`config.mk`:
```
export PLATFORM = sky130hd
export DESIGN_NAME = btn_scan_ctrl
export DESIGN_NICKNAME = d
export VERILOG_FILES = /design/src/rtl/btn_pkg.sv /design/src/rtl/btn_sync.sv /design/src/rtl/btn_scan_ctrl.sv
export SDC_FILE = /design/constraint.sdc
export NUM_CORES = 1
export LEC_CHECK = 0
export CAP_MARGIN = 30
export CELL_PAD_IN_SITES_DETAIL_PLACEMENT = 1
export CELL_PAD_IN_SITES_GLOBAL_PLACEMENT = 1
export CORE_MARGIN = 2
export CORE_UTILIZATION = 45
export DETAILED_ROUTE_END_ITERATION = 10
export PLACE_DENSITY = 0.82
export RECOVER_POWER = 50
export SLEW_MARGIN = 25
export SYNTH_ARGS = -nofsm -noshare
export SYNTH_HDL_FRONTEND = slang
export SYNTH_SLANG_ARGS = --single-unit
```
`constraint.sdc`:
```
create_clock -name i_clk -period 4.5 [get_ports i_clk]
set_clock_uncertainty 0.2 [all_clocks]
set_input_delay 1.35 -clock i_clk [delete_from_list [all_inputs] [get_ports i_clk]]
set_output_delay 1.35 -clock i_clk [all_outputs]
set_load 0.05 [all_outputs]
```
`src/rtl/btn_pkg.sv`:
```
// Shared types and helpers for the time-multiplexed button debounce controller.
// State encodings and threshold/width derivations used by btn_scan_ctrl.
package btn_pkg;

  typedef logic [1:0] state_t;

  localparam state_t ST_IDLE   = 2'd0;
  localparam state_t ST_LOAD   = 2'd1;
  localparam state_t ST_UPDATE = 2'd2;

  // Width needed to hold 0..cnt_max inclusive.
  function automatic int cnt_width(input int cnt_max);
    return $clog2(cnt_max + 1);
  endfunction

  // Upper threshold is 3/4 of full scale, lower is 1/4 (integer division).
  function automatic int hyst_threshold(input int cnt_max, input bit upper);
    return upper ? (3 * cnt_max) / 4 : cnt_max / 4;
  endfunction

endpackage

```
`src/rtl/btn_sync.sv`:
```
// Parameterised-width two-flop synchronizer for the raw button levels.
module btn_sync #(
  parameter int WIDTH = 1
) (
  input  logic             i_clk,
  input  logic             i_rst,
  input  logic [WIDTH-1:0] raw,
  output logic [WIDTH-1:0] sync
);

  logic [WIDTH-1:0] meta;

  always_ff @(posedge i_clk) begin
    if (i_rst) begin
      meta <= '0;
      sync <= '0;
    end else begin
      meta <= raw;
      sync <= meta;
    end
  end

endmodule

```
`src/rtl/btn_scan_ctrl.sv`:
```
// Round-robin debounce controller: one saturating integrator shared by all buttons,
// with per-button hysteresis and single-cycle press/release events.
module btn_scan_ctrl #(
  parameter int N_BTN    = 4,
  parameter int CNT_MAX  = 1024,
  parameter int TICK_DIV = 64
) (
  input  logic             i_clk,
  input  logic             i_rst,
  input  logic [N_BTN-1:0] i_btn,
  output logic [N_BTN-1:0] o_btn,
  output logic [N_BTN-1:0] o_press,
  output logic [N_BTN-1:0] o_release,
  output logic             o_busy,
  output logic             o_overrun
);

  import btn_pkg::*;

  localparam int CW = cnt_width(CNT_MAX);
  localparam int IW = (N_BTN > 1) ? $clog2(N_BTN) : 1;
  localparam int PW = $clog2(TICK_DIV);

  localparam logic [CW-1:0] CNT_TOP  = CW'(CNT_MAX);
  localparam logic [CW-1:0] HI       = CW'(hyst_threshold(CNT_MAX, 1'b1));
  localparam logic [CW-1:0] LO       = CW'(hyst_threshold(CNT_MAX, 1'b0));
  localparam logic [PW-1:0] PRE_LAST = PW'(TICK_DIV - 1);
  localparam logic [IW-1:0] IDX_LAST = IW'(N_BTN - 1);

  logic [N_BTN-1:0] s;
  logic [PW-1:0]    pre;
  logic             tick;
  state_t           state;
  logic [IW-1:0]    idx;
  logic [CW-1:0]    c;
  logic             b;
  logic [CW-1:0]    n;
  logic [CW-1:0]    cnt [N_BTN];

  btn_sync #(.WIDTH(N_BTN)) u_sync (
    .i_clk (i_clk),
    .i_rst (i_rst),
    .raw   (i_btn),
    .sync  (s)
  );

  always_ff @(posedge i_clk) begin
    if (i_rst) begin
      pre <= '0;
    end else if (pre == PRE_LAST) begin
      pre <= '0;
    end else begin
      pre <= pre + PW'(1);
    end
  end

  assign tick   = (pre == PRE_LAST);
  assign o_busy = (state != ST_IDLE);

  // Saturating step of the shared integrator; never wraps in either direction.
  always_comb begin
    n = c;
    if (b) begin
      if (c < CNT_TOP) n = c + CW'(1);
    end else if (c != '0) begin
      n = c - CW'(1);
    end
  end

  always_ff @(posedge i_clk) begin
    if (i_rst) begin
      state     <= ST_IDLE;
      idx       <= '0;
      c         <= '0;
      b         <= 1'b0;
      o_btn     <= '0;
      o_press   <= '0;
      o_release <= '0;
      o_overrun <= 1'b0;
      for (int k = 0; k < N_BTN; k++) cnt[k] <= '0;
    end else begin
      o_press   <= '0;
      o_release <= '0;
      if (tick && (state != ST_IDLE)) o_overrun <= 1'b1;
      case (state)
        ST_IDLE: begin
          if (tick) begin
            idx   <= '0;
            state <= ST_LOAD;
          end
        end
        ST_LOAD: begin
          c     <= cnt[idx];
          b     <= s[idx];
          state <= ST_UPDATE;
        end
        ST_UPDATE: begin
          cnt[idx] <= n;
          // Between LO and HI the level holds, giving the hysteresis band.
          if ((n > HI) && !o_btn[idx]) begin
            o_btn[idx]   <= 1'b1;
            o_press[idx] <= 1'b1;
          end else if ((n < LO) && o_btn[idx]) begin
            o_btn[idx]     <= 1'b0;
            o_release[idx] <= 1'b1;
          end
          if (idx == IDX_LAST) begin
            state <= ST_IDLE;
          end else begin
            idx   <= idx + IW'(1);
            state <= ST_LOAD;
          end
        end
        default: state <= ST_IDLE;
      endcase
    end
  end

endmodule

```
==> results by stage <==
Status:
- The flow ran to the end, and the final reports show no timing, DRC or antenna violations.

Worst setup path:
- The worst endpoint required time is roughly 4.3 ns.
- The critical path class is in2reg.
- The signal on the critical path passes through dlygate4sd3_1 -> nand2b_1 -> nor2_1 -> nand2_1 -> nand2b_1.
- The startpoint of the worst-slack reg-to-reg timing path is c[1].
- STA classifies the critical path endpoint as a flip-flop.
- For the worst setup path, the data arrival time is 3.33 ns.
- On the critical path the largest part of the delay comes from simple AND/OR/NAND/NOR gates.
- The worst register-to-register path has a depth of 8.
- The worst setup path is launched from an input port.
- The critical path runs through a total of 5 cells.
- Among all stages on the critical path, the largest delay is contributed by dlygate4sd3_1.
- In this run the register-to-register setup slack is approximately 1.1 ns.
- The critical register-to-register path endpoint is o_release[1].
- The cell seen most often among critical-path stages is nand2b_1.
- The largest single stage delay on the critical path is 0.55 ns.
- The critical-path maximum fanout is 13.
- The critical path startpoint is i_rst.
- Counting both buffers and inverters, the worst setup path holds a total of 1.

Drt:
- The initial detailed-routing violation count is 149.
- The count of TritonRoute iterations in the first routing pass is 4.
- The number of nets with antenna violations after detailed routing is 0.
- After detailed routing, the number of vias per cell comes to 5.602.
- For this block, the via count after detailed routing is ~2.8k.
- In the routed design, unresolved DRC markers number 0.
- The total length of routed wires is around 9.4 mm.
- After detailed routing, the average wire length per cell comes to around 19 um.

Cells and area:
- Cells with a size suffix above 1 make up between 10% and 20% of the layout.
- Relative to the synthesized area, the layout overhead comes to 11.29%.
- The count of fill cells added during filler insertion is about 960.
- After the flow finishes, the layout carries non-filler instances totaling between 500 and 600.
- The number of antenna diodes in the final layout is 0.
- The post-layout net count is just over 400.
- In the layout the commonest cells are nor2_1, edfxtp_1, dfxtp_1, nand2_1, clkdlybuf4s50_1.
- The library cell used most frequently in the layout, excluding fill and tap cells, is nor2_1.

STA:
- For the pin with the worst max-slew slack, the measured transition is 1.102 ns.
- The highest clock frequency the design can meet is between 0.2 and 0.3 GHz.
- The smallest clock period supported by the final layout is computed as 3.519 ns.
- The final number of hold-violating endpoints is 0.
- The setup-violating endpoint count in the final report is 0.
- The share of the cycle needed by the critical path after routing is 78.19%.
- The max-slew violation total from the final report is 0.
- Headroom to the max-slew limit came out at 26.36%.
- Summed over all failing endpoints, the final setup total negative slack is 0 ns.
- Setup repair after global routing left no endpoint under its margin.

GRT:
- Global routing consumed, over all layers together, between 20 and 25% of the routing resources.
- Entering global routing, the biggest net connects 39 pins.
- The initial antenna violation count was 0.
- Summed over all layers, the global routing overflow is 0.
- The number of global-route vias before repair is ~3k.
- The first global-routing pass estimated around 16 mm of wire.

Pwr:
- The worst supply voltage drop on vdd is 0.2063 mV.
- The total power density per cell area is approximately 330 nW/um^2.
- For this design the static power due to leakage is approximately 0.0016 uW.

Die:
- The floorplan has 34 rows.
- The area enclosed by the die boundary is 9943 sq um.
- The total I/O pin count is 20.
- For this configuration, the core starts out at a cell density of roughly 47%.
- The horizontal die dimension is 99.72 um.
- From bottom edge to top edge, the die measures approximately 100 um.
- The core region is between 8000 and 9000 sq um.

Yosys:
- The post-synthesis cell area is 4123 sq um.
- In the synthesized netlist the dominant register cell turns out to be edfxtp_1.
- The simple-gate share of the synthesized area is between 20% and 30%.
- The register area share after synthesis is a little over half.
- The multiplexer area fraction after synthesis is under 10%.
- In the synthesized netlist the async set-or-reset flop fraction comes to 0%.
- The xor-xnor portion of the synthesized cell area is between 2 and 3%.
- The count of distinct cell types in the synthesized netlist is 52.
- In this run the biggest area consumer among cell types represents about 32% of the synthesized area.
- During synthesis, Yosys emitted a total of 0 warnings.
- The synthesized instance count is 377.
- The average instance in the mapped netlist occupies approximately 11 sq um.
- After synthesis the netlist holds a flip-flop and latch count of 87.
- The library cell with the largest summed area after synthesis is edfxtp_1.
- In the post-synthesis netlist, the biggest area contributors are edfxtp_1, dfxtp_1, mux4_2, nor2_1, nand2_1.
- The number of nets in the synthesized netlist is ~390.
- The synthesized netlist devotes around 2.4% of its cell area to adder and majority cells.
- The main combinational cell family by area after synthesis is simple AND/OR/NAND/NOR gates.
- Counting flops with a built-in enable in the synthesized netlist gives 44.
- The synthesized netlist devotes under 10% of its cell area to compound gates.

Clock tree:
- CTS placed an instance of clkbuf_8 at the clock tree root.
- The total CTS buffers is 9.
- In this run the post-CTS setup repair buffer count came out at 0.
- The TritonCTS sink count is a little under 90.
- The latest clock arrival within the worst-skew pair is approximately 0.37 ns.
- The clock-pin transition on the worst setup and hold timing paths is about 0.09 ns.
- The H-tree was split into 3 levels.
- TritonCTS built the clock tree.
- In this run the deepest clock path goes through 2 buffers.
- After clock tree synthesis, the repair step resized 0 gates.
- The number of hold buffers added after CTS was 0.

Hold path:
- The class of the tightest hold or removal check is reg2reg.
- Counting instances, the worst hold path has a depth of 1.
- The worst hold path begins at u_sync.meta[2].
- The path with the worst hold slack has its endpoint at u_sync.sync[2].

Placed design:
- During placement, the flow inserted port buffers numbering 19.
- Detailed placement finished with a half-perimeter wire length of ~6.7 mm.
- The final weighted congestion of routability-driven global placement is about 0.80.
- Counting tap cells, the placed design contains a total of approximately 500 instances.

Job:
- The number of maximum-capacitance constraint violations is 0.
cell usage after synthesis, types with 2 or more instances:
cell type / number
clkbuf_1: 18
edfxtp_1: 44
or2_2: 3
mux4_2: 13
nand4_1: 2
nand3_1: 3
mux2_2: 2
buf_2: 2
xnor2_1: 7
and2_1: 4
o21bai_1: 2
nand2b_1: 7
dfxtp_1: 43
or3_1: 6
ha_1: 8
a22o_1: 3
inv_1: 13
mux2i_1: 7
nor2_1: 71
buf_6: 3
and4_1: 4
nand4b_1: 2
o41ai_1: 4
o311ai_0: 2
and3_1: 3
xor2_1: 5
nand2_1: 36
o21ai_2: 2
nor3_2: 2
nor3_1: 4
or4_4: 2
o21ai_0: 2
a21oi_1: 16
nor2b_1: 11
a2111oi_2: 4
where the power goes:
group	switching, uW	internal, uW	total, uW
logic	18.4	14.3	32.8
registers	7.58	849	856
clock network	304	298	603
sequential cells by signal, summed over array words and instances (netlist names), named ones only:
register and count:
o_press 4, o_overrun 1, c 11, o_release 4
idx 2, u_sync.sync 4, state 2, cnt 44
b 1, pre 6, u_sync.meta 4
area by class of cell:
| cell class | instances | area, sq um | share of cell area, % |
|---|---|---|---|
| multi-input cells | 252 | 1760 | 38.37 |
| flip-flops and latches | 87 | 2182 | 47.56 |
| repair buffers | 26 | 239.0 | 5.209 |
| clock inverters | 6 | 73.82 | 1.609 |
| well taps | 108 | 135.1 | 2.945 |
| inverters | 13 | 48.80 | 1.064 |
| clock buffers | 10 | 148.9 | 3.245 |
logic make-up (layout without fill, tap and decap cells):
logic type | count (synthesis) | count (layout)
AND/OR/NAND/NOR | 168 | 168
flip-flops | 87 | 87
AO/OA/AOI/OAI | 42 | 42
buffers and inverters | 38 | 55
multiplexers | 22 | 22
XOR/XNOR | 12 | 12
adder cells (fa/ha/maj) | 8 | 8
per-stage QoR:
stage	hold slack, ns	utilization, %	worst slack, ns	power (uW)	cell area (sq um)
3_5_place_dp	0.2266	49.72	0.7694	908.3	4378
4_1_cts	0.2475	52.25	1.128	1496	4601
3_3_place_gp	0.2182	49.63	0.8803	904.4	4370
6_report	0.2465	52.10	0.9814	1492	4588
5_1_grt	0.2692	52.10	0.7771	1530	4588
2_1_floorplan	0.2109	-	1.571	892.5	4123
per-layer routing:
layer	track usage [%]	vias to the layer above	part of all wire [%]
li1	-	1350	-
met1	28.26	1399	46
met3	2.811	14	3.2
met4	9.694	0	2.3
met5	0	-	0
met2	32.85	49	49
worst max path at each step:
stage	to	slack (ns)
6_report	cnt[0][4]	0.98
5_1_grt	cnt[1][10]	0.78
4_1_cts	o_press[3]	1.13
3_5_place_dp	cnt[0][5]	0.77
3_3_place_gp	cnt[1][8]	0.88
2_1_floorplan	cnt[3][0]	1.57
No activity file was read; power rests on OpenSTA's default activity.
